## src/rtl/hex_scan_ctrl.sv

```systemverilog
// Multiplexed 7-segment hex display scanner with a one-deep pending buffer, so a new value
// is swapped in only at frame end, and optional leading-zero blanking.
module hex_scan_ctrl #(
    parameter int unsigned NUM_DIGITS = 8,
    parameter int unsigned DIV        = 50000
) (
    input  logic                    clk_i,
    input  logic                    rst_ni,
    input  logic [4*NUM_DIGITS-1:0] data_i,
    input  logic                    valid_i,
    output logic                    ready_o,
    input  logic                    en_i,
    input  logic                    blank_lz_i,
    output logic [6:0]              seg_o,
    output logic [NUM_DIGITS-1:0]   an_o
);

    localparam int unsigned DigW = $clog2(NUM_DIGITS);
    localparam int unsigned CntW = $clog2(DIV);
    localparam logic [DigW-1:0] LastDig = DigW'(NUM_DIGITS - 1);
    localparam logic [CntW-1:0] LastCnt = CntW'(DIV - 1);

    typedef enum logic [0:0] {StIdle, StScan} state_e;

    state_e                  state_q, state_d;
    logic [4*NUM_DIGITS-1:0] disp_q, disp_d;
    logic [4*NUM_DIGITS-1:0] pend_q, pend_d;
    logic                    pend_vld_q, pend_vld_d;
    logic                    have_data_q, have_data_d;
    logic [DigW-1:0]         digit_q, digit_d;
    logic [CntW-1:0]         cnt_q, cnt_d;

    logic                    load;
    logic [NUM_DIGITS-1:0]   lz_mask;
    logic                    zero_run;
    logic [3:0]              nib;
    logic                    blank;

    function automatic logic [6:0] hex_to_seg(input logic [3:0] n);
        logic [6:0] s;
        case (n)
            4'h0: s = 7'h40;
            4'h1: s = 7'h79;
            4'h2: s = 7'h24;
            4'h3: s = 7'h30;
            4'h4: s = 7'h19;
            4'h5: s = 7'h12;
            4'h6: s = 7'h02;
            4'h7: s = 7'h58;
            4'h8: s = 7'h00;
            4'h9: s = 7'h18;
            4'hA: s = 7'h08;
            4'hB: s = 7'h03;
            4'hC: s = 7'h46;
            4'hD: s = 7'h21;
            4'hE: s = 7'h06;
            default: s = 7'h0E;
        endcase
        return s;
    endfunction

    always_ff @(posedge clk_i or negedge rst_ni) begin
        if (!rst_ni) begin
            state_q     <= StIdle;
            disp_q      <= '0;
            pend_q      <= '0;
            pend_vld_q  <= 1'b0;
            have_data_q <= 1'b0;
            digit_q     <= '0;
            cnt_q       <= '0;
        end else begin
            state_q     <= state_d;
            disp_q      <= disp_d;
            pend_q      <= pend_d;
            pend_vld_q  <= pend_vld_d;
            have_data_q <= have_data_d;
            digit_q     <= digit_d;
            cnt_q       <= cnt_d;
        end
    end

    always_comb begin
        state_d     = state_q;
        disp_d      = disp_q;
        pend_d      = pend_q;
        pend_vld_d  = pend_vld_q;
        have_data_d = have_data_q;
        digit_d     = digit_q;
        cnt_d       = cnt_q;
        load        = valid_i && ready_o;
        unique case (state_q)
            StIdle: begin
                digit_d = '0;
                cnt_d   = '0;
                if (load) begin
                    disp_d      = data_i;
                    have_data_d = 1'b1;
                end
                if (en_i && have_data_q) begin
                    state_d = StScan;
                end
            end
            StScan: begin
                if (!en_i) begin
                    state_d = StIdle;
                    digit_d = '0;
                    cnt_d   = '0;
                end else if (cnt_q == LastCnt) begin
                    cnt_d = '0;
                    if (digit_q == LastDig) begin
                        digit_d = '0;
                        // Swap only at frame end so a frame never mixes old and new digits.
                        if (pend_vld_q) begin
                            disp_d     = pend_q;
                            pend_vld_d = 1'b0;
                        end
                    end else begin
                        digit_d = digit_q + 1'b1;
                    end
                end else begin
                    cnt_d = cnt_q + 1'b1;
                end
                if (load) begin
                    pend_d     = data_i;
                    pend_vld_d = 1'b1;
                end
            end
            default: state_d = StIdle;
        endcase
    end

    // lz_mask[k] is set when nibbles k..top are all zero; digit 0 is never masked.
    always_comb begin
        zero_run = 1'b1;
        lz_mask  = '0;
        for (int k = int'(NUM_DIGITS) - 1; k > 0; k--) begin
            zero_run   = zero_run && (disp_q[4*k +: 4] == 4'h0);
            lz_mask[k] = zero_run;
        end
    end

    always_comb begin
        an_o    = '1;
        seg_o   = 7'h7F;
        ready_o = 1'b1;
        nib     = 4'h0;
        blank   = 1'b0;
        if (state_q == StScan) begin
            ready_o = !pend_vld_q;
            for (int k = 0; k < int'(NUM_DIGITS); k++) begin
                if (digit_q == DigW'(k)) begin
                    nib   = disp_q[4*k +: 4];
                    blank = blank_lz_i && lz_mask[k];
                    if (!blank) begin
                        an_o[k] = 1'b0;
                    end
                end
            end
            if (!blank) begin
                seg_o = hex_to_seg(nib);
            end
        end
    end

endmodule

```

## config.mk

```make
export PLATFORM = sky130hd
export DESIGN_NAME = hex_scan_ctrl
export DESIGN_NICKNAME = d
export VERILOG_FILES = /design/src/rtl/hex_scan_ctrl.sv
export SDC_FILE = /design/constraint.sdc
export NUM_CORES = 1
export LEC_CHECK = 0
export BUFFER_PORTS_ARGS = -buffer_cell sky130_fd_sc_hd__buf_2
export CORE_MARGIN = 2
export CORE_UTILIZATION = 50
export CTS_CLUSTER_DIAMETER = 200
export DETAILED_ROUTE_END_ITERATION = 10
export GPL_TIMING_DRIVEN = 0
export PLACE_DENSITY_LB_ADDON = 0.1
export SYNTH_ARGS = -nofsm -noshare
export SYNTH_HDL_FRONTEND = slang
export SYNTH_SLANG_ARGS = --single-unit
```

## constraint.sdc

```tcl
create_clock -name clk_i -period 5.4 [get_ports clk_i]
set_input_delay 0.27 -clock clk_i [delete_from_list [all_inputs] [get_ports clk_i]]
set_output_delay 0.27 -clock clk_i [all_outputs]
set_load 0.1 [all_outputs]
```

-- Word-level counts from Yosys, hierarchy flattened
Memory sizes are Yosys's and may differ from the RTL's.
Index checks and enable logic that the tools add are counted.
- add/subtract/negate cells: 2
- equality and inequality tests: 14
- mux-type cells: 56
- bitwise gates (word level): 1
- reductions and logical operators: 31
- operators with widths (kind ; count):
    32-bit two-way mux ; 5
    32-bit case mux with 2 select lines ; 1
    4-bit two-way mux ; 9
    16-bit two-way mux ; 2
    16-bit case mux with 2 select lines ; 1
    1-bit two-way mux ; 30
    4-bit zero test ; 7
    16-bit by 1-bit adder with 16-bit output, second input constant ; 1
    16-bit equality test, second input constant ; 1
    1-bit logical AND ; 15
    7-bit two-way mux ; 2
    3-bit equality test, second input constant ; 4
    3-bit two-way mux ; 3
    8-bit two-way mux ; 1
    3-bit by 2-bit equality test with 1-bit output, second input constant ; 2
    2-bit by 1-bit inequality test with 1-bit output, second input constant ; 3
    3-bit case mux with 2 select lines ; 1
    2-bit nonzero test ; 3
    5-bit AND reduction ; 1
    2-bit inequality test, second input constant ; 2
    2-bit AND reduction ; 2
    4-bit AND reduction ; 1
    3-bit by 1-bit adder with 3-bit output, second input constant ; 1
    3-bit by 1-bit equality test with 1-bit output, second input constant ; 1
    other kinds (5) ; 5
- bits in registers: 86
- memory bits (read-only): 112
- input port bits: 37
- output and inout port bits: 16
- logic and storage cells: 112
- memories: 1
- memory list (memory ; words ; bits a word ; rd ports ; clocked after memory_dff ; write ports ; RTL line ; RTL):
    (name not given) ; 16 ; 7 ; 1 ; 0 ; 0 ; 41 ; case (n)

-- Logic depth before layout (Yosys ltp)
Gate-level depths: netlist of run 1.
- depth after elaboration: 18
- mapped depth: 13
- gate-level depth less buffers: 12

-- Worst setup path after synthesis of run 1
OpenSTA, ideal clock, no wires.
- path type: register to output
- from: reg digit_q[0]
- to: out seg_o[5]
- arrival time: 5357 ps
- required time: 5130 ps
- setup slack: -227 ps
- stages on the path, launching flop included: 9
- cells stage by stage: dfrtp_1 ha_1 ha_1 clkbuf_1 o41ai_1 o2bb2ai_1 a22oi_1 ha_1 o311ai_0
- longest elaborated chain between the ends: 13
- elaborated cells between the ends (all ways): 28
- ends and longest elaborated chain (what ; RTL line ; RTL):
    start: declaration ; 30 ; logic [DigW-1:0] digit_q, digit_d;
    start signal: assignment ; 77 ; digit_q <= digit_d;
    3-bit zero test ; 151 ; if (digit_q == DigW'(k)) begin
    4-bit two-way mux (8 in a row) ; 151 ;
    4-bit two-way mux ; 148 ; if (state_q == StScan) begin
    memory read 16 x 7 bit ; - ;
    7-bit two-way mux * ; 159 ; if (!blank) begin
    7-bit two-way mux * ; 148 ;
    end: declaration ; 14 ; output logic [6:0] seg_o,
Every way passes the cells marked *; elsewhere a longest branch is shown, timed or not. The select of a mux whose other input is x is not followed.

-- Final worst setup path of run 1
- from: reg digit_q[0]
- to: out seg_o[3]
Same word-level chain as after synthesis.

==> results of run 1 <==
-- final timing paths --
path / slack (ns) / cells past startpoint / start / end
max in group asynchronous: 4.33 / 3 / rst_ni / disp_q[12]
setup / recovery: 1.27 / 13 / digit_q[0] / seg_o[3]
setup reg to reg: 2.82 / 7 / digit_q[0] / disp_q[20]
hold / removal: 0.14 / 2 / data_i[31] / pend_q[31]
min in group asynchronous: 0.44 / 2 / rst_ni / disp_q[29]
hold reg to reg: 0.48 / 1 / cnt_q[0] / cnt_q[0]
-- state kept, by name, summed over array words and instances, names as in the netlist --
name / count
pend_q: 32
have_data_q: 1
disp_q: 32
state_q: 1
digit_q: 3
pend_vld_q: 1
cnt_q: 16
-- placed cells by master (no fill, tap or decap), types with 8 or more instances in the layout --
| master | synthesis | layout |
|---|---|---|
| dfrtp_1 | 86 | 86 |
| nor2_1 | 70 | 70 |
| buf_2 | 8 | 59 |
| a21oi_1 | 35 | 35 |
| mux2_2 | 34 | 34 |
| mux2i_1 | 32 | 32 |
| nand2_1 | 25 | 25 |
| nand3_1 | 21 | 21 |
| inv_1 | 12 | 12 |
| ha_1 | 12 | 12 |
| clkbuf_1 | 10 | 10 |
| clkbuf_8 | 0 | 9 |
| a21oi_2 | 8 | 8 |
-- metrics by stage --
| step | utilization, % | setup slack, ns | area [sq um] |
|---|---|---|---|
| global route | 57.5 | 1.03 | 5240 |
| global placement | 55.0 | 1.79 | 5010 |
| floorplan | - | 0.543 | 4610 |
| finish | 57.5 | 1.27 | 5240 |
| CTS | 57.5 | 1.33 | 5240 |
| detailed placement | 55.3 | 1.75 | 5040 |
-- critical path: stages (launching register included) --
cell       delay [ns]
dfrtp_1          0.44
inv_1            0.10
ha_1             0.16
buf_2            0.21
buf_2            0.25
a221oi_1         0.08
o41ai_1          0.49
o2bb2ai_1        0.19
a22oi_1          0.18
ha_1             0.42
mux2_2           0.24
nor2_1           0.04
o31ai_1          0.24
buf_2            0.46
-- per-layer routing --
| layer | GRT usage, % | wire, microns | vias to the layer above |
|---|---|---|---|
| met5 | 0 | 0 | - |
| met4 | 8.22 | 168 | 0 |
| met3 | 3.48 | 392 | 14 |
| met2 | 35.7 | 4850 | 94 |
| met1 | 28.2 | 4590 | 1731 |
| li1 | - | - | 1744 |
-- cell families (layout without fill, tap and decap cells) --
logic type,count (synthesis),in the layout,synth area share [%]
compound gates,84,84,12.4
xor+xnor,14,14,2.66
fa+ha+maj,12,12,3.25
buf+inv,37,107,3.88
flops,86,86,46.6
mux,66,66,15.2
simple gates,158,158,15.9
-- where the power goes --
| group | internal [W] | leakage (nW) | total, W | switching (W) |
|---|---|---|---|---|
| Sequential | 0.000825 | 1.02 | 0.000937 | 0.000112 |
| Clock | 0.000217 | 0.104 | 0.000466 | 0.000250 |
| Combinational | 0.000235 | 1.13 | 0.000548 | 0.000313 |
| Total | 0.00128 | 2.26 | 0.00195 | 0.000675 |
-- cell type report --
| type | count | area share [%] |
|---|---|---|
| multi-input combinational | 334 | 43.6 |
| timing repair buffer | 54 | 5.59 |
| inverter | 13 | 0.931 |
| sequential | 86 | 41.1 |
| tap | 111 | 2.65 |
| clock inverter | 7 | 1.36 |
| clock buffer | 9 | 2.36 |
| buffer | 24 | 2.48 |
==> flow_summary.yaml, run 1 <==
outcome:
  outcome: "complete, no violations"
timing:
  max_slew.worst_pin.slew_ns: 0.810
  finalMaxSlewViolations: 0
  finClkSkew_ns: 0.00907
  fmax_mhz: 242
  grt_setup_unrepaired: "no"
  hold_violations: 0
  slew-limit-headroom_pct: 46.0
  timing.final.crit_share_pct: 76.4
  setup_viol: 0
  timing.final.crit_period_ns: 4.13
  holdWs_ns: 0.144
  tns_ns: 0
global_routing:
  grt_max_degree: 45
  grt_pass1_wl_mm: 16.8
  antenna_found_initial: 0
  grt_usage_pct: 21.4
  grt_overflow_total: 0
  first_global_vias: 3451
synthesis:
  yosysTopAreaCell: "dfrtp_1"
  synth.most_common_cell: "dfrtp_1"
  yosys-top-cells-count: "dfrtp_1 (86), nor2_1 (70), a21oi_1 (35)"
  synthFlopType: "dfrtp_1"
  synthCells: 457
  synth_cell_types: 53
  seq_area_frac_synth_pct: 46.6
  synth_edf_count: 0
  ys_ff_latch: 86
  synth.top_cell.area_share_pct: 46.6
  async_reset_ff_share_pct: 100
  syn_nets: 506
  ys_top_cells_by_area: "dfrtp_1 (47%), mux2_2 (8.3%), mux2i_1 (6.9%)"
  synth_area_sq_um: 4610
  avgSynthCellArea_sq_um: 10.1
  ys_warn_count: 0
clock_network:
  clock_latency_ns: 0.36
  root_buffer: "clkbuf_8"
  tritoncts: "yes"
  postCtsSetupRepairBufs: 0
  path_clk_slew_ns: 0.09
  cts.path.max_buffers: 2
  clkSinkCount: 86
  cts_max_level: 3
  cts_buffers: 9
  cts_resized: 0
  holdBufCountCts: 1
detailed_routing:
  drtIter0Drc: 160
  wirelength_mm: 10.0
  dr.pass1.iters: 4
  final_antenna_net_count: 0
  routed_via_density: 5.62
  route.detailed.drc: 0
  wl_per_cell_microns: 15.7
  via_count: 3583
setup_path:
  cp-start-kind: "flop"
  end_kind: "output port"
  worst_ep_required_time_ns: 5.13
  cp_max_fo: 10
  crit_type: "reg2out"
  cp.arrival_ns: 3.86
placed_design:
  numPortBuffers: 52
  dp_hpwl_mm: 7.42
  place_inst: 621
  gp_congestion: 0.882
layout:
  diodes: 0
  area_delta_synth_final_pct: 13.6
  seqCellArea_sq_um: 2150
  nFillCells: 813
  multi_input_area_sq_um: 2280
  drive_gt1_share_pct: 24.9
  instances_no_fill: 638
  fin_nets: 571
power:
  finalPower_w: 0.00195
  powerDensity_nw_per_um2: 372
  p_leak_nw: 2.26
  ir_worst_vdd_mv: 0.153
floorplanning:
  coreArea_sq_um: 9110
  rows: 35
  pin_count: 53
  die_y_microns: 100
  die_area_sq_um: 10000
  start_util_pct: 50.7
  die_x_microns: 100
min_path:
  hold_path_class: "in2reg"
run:
  drv_cap: 0
Power figures use the tool's default switching activity.
==> inputs of run 2 (changes only) <==
--- a/config.mk
+++ b/config.mk
@@ -5,6 +5,7 @@
 export SDC_FILE = /design/constraint.sdc
 export NUM_CORES = 1
 export LEC_CHECK = 0
+export ABC_AREA = 1
 export BUFFER_PORTS_ARGS = -buffer_cell sky130_fd_sc_hd__buf_2
 export CORE_MARGIN = 2
 export CORE_UTILIZATION = 50
==> constraint.sdc (replaced) <==
create_clock -name clk_i -period 3.9 [get_ports clk_i]
set_input_delay 0.195 -clock clk_i [delete_from_list [all_inputs] [get_ports clk_i]]
set_output_delay 0.195 -clock clk_i [all_outputs]
set_load 0.1 [all_outputs]
==> flow_summary.yaml, run 2 <==
detailed_routing:
  route.detailed.drc: 0
  via_count: 4216
  final_antenna_net_count: 0
  wl_per_cell_microns: 13.4
  routed_via_density: 5.10
  drtIter0Drc: 229
  dr.pass1.iters: 5
  wirelength_mm: 11.1
floorplanning:
  start_util_pct: 51.5
  coreArea_sq_um: 9280
  die_x_microns: 102
  die_y_microns: 102
  die_area_sq_um: 10400
  pin_count: 53
  rows: 35
clock_network:
  cts_resized: 0
  clkSinkCount: 86
  path_clk_slew_ns: 0.09
  cts.path.max_buffers: 2
  tritoncts: "yes"
  clock_latency_ns: 0.35
  root_buffer: "clkbuf_8"
  cts_max_level: 3
  cts_buffers: 9
  postCtsSetupRepairBufs: 0
  holdBufCountCts: 1
setup_path:
  end_kind: "output port"
  crit_type: "reg2out"
  cp-start-kind: "flop"
  cp.arrival_ns: 3.33
  worst_ep_required_time_ns: 3.70
  cp_max_fo: 8
synthesis:
  yosys-top-cells-count: "nand2_1 (153), inv_1 (102), dfrtp_1 (86)"
  synth_top_family_by_area: "simple AND/OR/NAND/NOR gates"
  ys_top_cells_by_area: "dfrtp_1 (45%), nand2_1 (12%), o21ai_0 (8.2%)"
  synth_fa_ha_area_share_pct: 3.14
  avgSynthCellArea_sq_um: 7.61
  yosys.area_share.simple_pct: 23.6
  synth_xor_area_share_pct: 0
  ys_warn_count: 0
  syn_nets: 678
  synth_compound_area_share_pct: 17.5
  yosysTopAreaCell: "dfrtp_1"
  seq_area_frac_synth_pct: 45.0
  synthFlopType: "dfrtp_1"
  synth_area_sq_um: 4790
  synth_cell_types: 32
  synth_edf_count: 0
  async_reset_ff_share_pct: 100
  synth.most_common_cell: "nand2_1"
  synth.top_cell.area_share_pct: 45.0
  ys_ff_latch: 86
  synthCells: 629
  synthMuxAreaShare_pct: 0
timing:
  finalMaxSlewViolations: 0
  setup_viol: 0
  fmax_mhz: 283
  timing.final.crit_share_pct: 90.5
  finClkSkew_ns: 0.00976
  tns_ns: 0
  max_slew.worst_pin.slew_ns: 0.609
  slew-limit-headroom_pct: 59.4
  hold_violations: 0
  timing.final.crit_period_ns: 3.53
  grt_setup_unrepaired: "no"
placed_design:
  dp_hpwl_mm: 8.29
  gp_congestion: 0.902
  numPortBuffers: 52
layout:
  final_core_util_pct: 58.2
  fin_nets: 743
  drive_gt1_share_pct: 15.3
  nFillCells: 912
  mostFrequentLayoutCell: "nand2_1"
  diodes: 0
  top_regs: "disp_q (32), pend_q (32), cnt_q (16)"
  area_delta_synth_final_pct: 12.9
  most-common-layout-cells: "nand2_1 (153), inv_1 (102), dfrtp_1 (86)"
run:
  drv_cap: 0
power:
  powerDensity_nw_per_um2: 412
  p_leak_nw: 2.64
  ir_worst_vdd_mv: 0.263
min_path:
  hold_path_class: "in2reg"
global_routing:
  grt_pass1_wl_mm: 19.1
  grt_usage_pct: 23.5
  first_global_vias: 4004
  grt_max_degree: 48
  grt_overflow_total: 0
  antenna_found_initial: 0
outcome:
  outcome: "complete, no violations"
## run 2: cell count changes in the layout (fill, tap and decap cells not counted), moves of 16 or more
cell	before	now
a21oi_1	35	19
inv_1	12	102
mux2_2	34	0
mux2i_1	32	0
nand2_1	25	153
nand3_1	21	38
nor2_1	70	45
o211ai_1	4	20
o21ai_0	7	78
## run 2: cells by family after synthesis
family	Yosys count
buffers and inverters	127
AOI/OAI and AO/OA	141
adders and majority gates	12
DFF	86
and+or+nand+nor	263
## run 2: path summary, 6_finish.rpt
check | start | to | slack [ns] | depth (start not counted)
worst max-delay path | digit_q[1] | seg_o[0] | 0.37 | 17
worst min-delay path | data_i[18] | pend_q[18] | 0.11 | 3
worst max register to register | digit_q[1] | disp_q[18] | 1.73 | 9
worst min register to register | have_data_q | have_data_q | 0.46 | 2
max in group asynchronous | rst_ni | disp_q[27] | 2.88 | 3
min in group asynchronous | rst_ni | cnt_q[5] | 0.38 | 2
## run 2: cell type report
cell class | count | area (sq um) | share of cell area, %
tap | 129 | 161 | 2.99
multi-input combinational | 416 | 2120 | 39.2
timing repair buffer | 54 | 293 | 5.42
inverter | 105 | 394 | 7.29
sequential | 86 | 2150 | 39.8
clock buffer | 11 | 141 | 2.62
buffer | 22 | 121 | 2.25
clock inverter | 4 | 23.8 | 0.440
## run 2: metrics by stage
stage	total power, W	area, sq um	instances	hold slack, ns	setup WS (ns)
3_5_place_dp	0.00169	5230	811	0.249	0.794
5_1_grt	0.00237	5410	827	0.117	0.124
6_report	0.00223	5410	827	0.106	0.370
2_1_floorplan	0.00153	4790	629	-0.101	0.906
4_1_cts	0.00224	5410	827	0.102	0.397
3_3_place_gp	0.00167	5210	810	0.436	0.772
## run 2: critical path, cell delays in order (launching register included)
cell	delay, ns
dfrtp_1	0.43
ha_1	0.24
ha_1	0.24
inv_1	0.16
o21ai_0	0.10
inv_1	0.06
nand2_1	0.05
nand2_1	0.09
nand2_1	0.09
a21boi_1	0.40
ha_1	0.30
inv_1	0.07
nand3_1	0.11
nand3_1	0.08
nand2_1	0.08
inv_1	0.04
nand2_1	0.05
buf_2	0.41
## run 2: routing by layer
layer / track usage, % / share of wire (%)
met1: 32.5 / 47
met2: 39.6 / 47
met3: 3.49 / 4.2
met4: 5.03 / 0.99
met5: 0 / 0
## run 2: report_power, final
group,switching (W),total (W),internal [W]
registers,0.0000625,0.00106,0.00100
logic,0.000435,0.000603,0.000168
clock network,0.000316,0.000560,0.000244
total,0.000814,0.00223,0.00141
==> inputs of run 3 (changes only) <==
--- a/config.mk
+++ b/config.mk
@@ -5,7 +5,7 @@
 export SDC_FILE = /design/constraint.sdc
 export NUM_CORES = 1
 export LEC_CHECK = 0
-export ABC_AREA = 1
+export ABC_AREA = 0
 export BUFFER_PORTS_ARGS = -buffer_cell sky130_fd_sc_hd__buf_2
 export CORE_MARGIN = 2
 export CORE_UTILIZATION = 50
@@ -16,3 +16,4 @@
 export SYNTH_ARGS = -nofsm -noshare
 export SYNTH_HDL_FRONTEND = slang
 export SYNTH_SLANG_ARGS = --single-unit
+export TNS_END_PERCENT = 20
==> flow_summary.yaml, run 3 (synthesis gave the netlist of run 1 again) <==
floorplanning:
  die_y_microns: 100
  pin_count: 53
  rows: 35
  die_area_sq_um: 10000
  start_util_pct: 50.7
  coreArea_sq_um: 9110
  die_x_microns: 100
setup_path:
  cpPeakStageDelay_ns: 0.42
  cp_top_family: "compound AO/OA/AOI/OAI gates"
  cpMaxStageDelayCell: "dfrtp_1"
  crit_buf_inv: 3
  crit_type: "reg2out"
  path_cells: "inv_1 -> ha_1 -> buf_4 -> nor2b_2 -> a221o_1 -> a221o_1 -> o21ai_1 -> a21o_1 -> ha_1 -> mux2_2 -> nor2_1 -> o31ai_2 -> buf_4"
  cp-start-kind: "flop"
  cp_max_fo: 9
  worst_ep_required_time_ns: 3.70
  end_kind: "output port"
  cp.arrival_ns: 3.53
detailed_routing:
  final_antenna_net_count: 0
  dr.pass1.iters: 5
  wl_per_cell_microns: 16.0
  route.layer.met1.wl_mm: 4.80
  routed-wl-met3_microns: 432
  routed_via_density: 5.60
  top_layer: "met4"
  wirelength_mm: 10.2
  via_count: 3579
  drtIter0Drc: 242
  met2WireLength_mm: 4.77
  route.detailed.drc: 0
clock_network:
  cts_max_level: 3
  cts_buffers: 9
  clkSinkCount: 86
  path_clk_slew_ns: 0.09
  tritoncts: "yes"
  root_buffer: "clkbuf_8"
  clock_latency_ns: 0.37
  cts.path.max_buffers: 2
timing:
  timing.final.crit_share_pct: 95.5
  hold_violations: 0
  finalMaxSlewViolations: 0
  setup_viol: 0
  fmax_mhz: 268
  fin_ws_ns: 0.175
  timing.final.crit_period_ns: 3.72
  holdWs_ns: 0.0656
  finClkSkew_ns: 0.0113
  tns_ns: 0
  slew-limit-headroom_pct: 37.2
  max_slew.worst_pin.slew_ns: 0.934
  grt_setup_unrepaired: "yes"
layout:
  area_delta_synth_final_pct: 15.1
  mostFrequentLayoutCell: "dfrtp_1"
  nFillCells: 817
  drive_gt1_share_pct: 26.3
  final_core_util_pct: 58.3
  most-common-layout-cells: "dfrtp_1 (86), nor2_1 (70), buf_2 (56)"
  diodes: 0
  fin_nets: 573
  top_regs: "disp_q (32), pend_q (32), cnt_q (16)"
placed_design:
  dp_hpwl_mm: 7.49
  post-place-ws_ns: 0.310
  gp_congestion: 0.954
  numPortBuffers: 52
power:
  powerDensity_nw_per_um2: 511
  p_leak_nw: 2.28
  ir_worst_vdd_mv: 0.246
global_routing:
  first_global_vias: 3506
  grt_pass1_wl_mm: 17.2
  grt_usage_pct: 21.9
  antenna_found_initial: 0
  grt_overflow_total: 0
  grt_max_degree: 52
outcome:
  outcome: "complete, no violations"
run:
  drv_cap: 0
min_path:
  hold_path_class: "in2reg"
==> run 3: cell types whose count changed in the layout (fill, tap and decap cells not counted), sizes merged, moves of 16 or more <==
cell    delta
mux2i     +32
o211ai    -16
nand2    -131
nor2      +22
nand3     -19
mux2      +34
o21ai     -73
inv       -90
==> run 3: layout make-up <==
class	count	area [sq um]	area share [%]
Buffer	24	134	2.52
Clock buffer	10	138	2.59
Inverter	13	48.8	0.919
Tap cell	111	139	2.61
Multi-Input combinational cell	334	2320	43.6
Timing Repair Buffer	56	324	6.10
Sequential cell	86	2150	40.5
Clock inverter	5	58.8	1.11
==> run 3: repair_timing <==
| action | 4_1_cts | 5_1_grt |
|---|---|---|
| hold buffers | 1 | 0 |
| buffers inserted | 0 | 2 |
| hold endpoints to repair | 35 | 0 |
| resized for setup | 2 | 9 |
| setup endpoints to repair | 2 | 4 |
| pin swaps | 0 | 2 |
==> run 3: report_power, final <==
| part | internal, W | switching [W] |
|---|---|---|
| Combinational | 0.000344 | 0.000441 |
| Clock | 0.000311 | 0.000323 |
| Sequential | 0.00114 | 0.000154 |
==> run 3: through the flow <==
stage	instances	area (sq um)	power, W
floorplan	457	4630	0.00189
detailed placement	621	5060	0.00208
global placement	620	5030	0.00205
global route	639	5310	0.00288
finish	639	5310	0.00272
CTS	637	5270	0.00272
==> run 3: routing by layer <==
| layer | global-route usage [%] | up-vias |
|---|---|---|
| met3 | 3.97 | 20 |
| met2 | 36.1 | 95 |
| met5 | 0 | - |
| met1 | 29.4 | 1716 |
| li1 | - | 1748 |
| met4 | 7.38 | 0 |
==> run 3: final timing paths <==
kind	startpoint	to	slack (ns)	depth (start not counted)
max in group asynchronous	rst_ni	disp_q[28]	2.97	3
setup / recovery	digit_q[0]	seg_o[3]	0.18	13
hold / removal	data_i[28]	pend_q[28]	0.07	2
setup reg to reg	digit_q[0]	disp_q[20]	1.33	7
min in group asynchronous	rst_ni	cnt_q[9]	0.32	2
hold reg to reg	have_data_q	have_data_q	0.49	1
==> run 3: worst reg2reg max path, delay by kind of cell, from the launching register on <==
kind	cells	cell delay, ns
AO/OA/AOI/OAI	2	0.43
adder cells (fa/ha/maj)	2	0.57
buffers and inverters	2	0.79
AND/OR/NAND/NOR	1	0.23
flip-flops	1	0.42
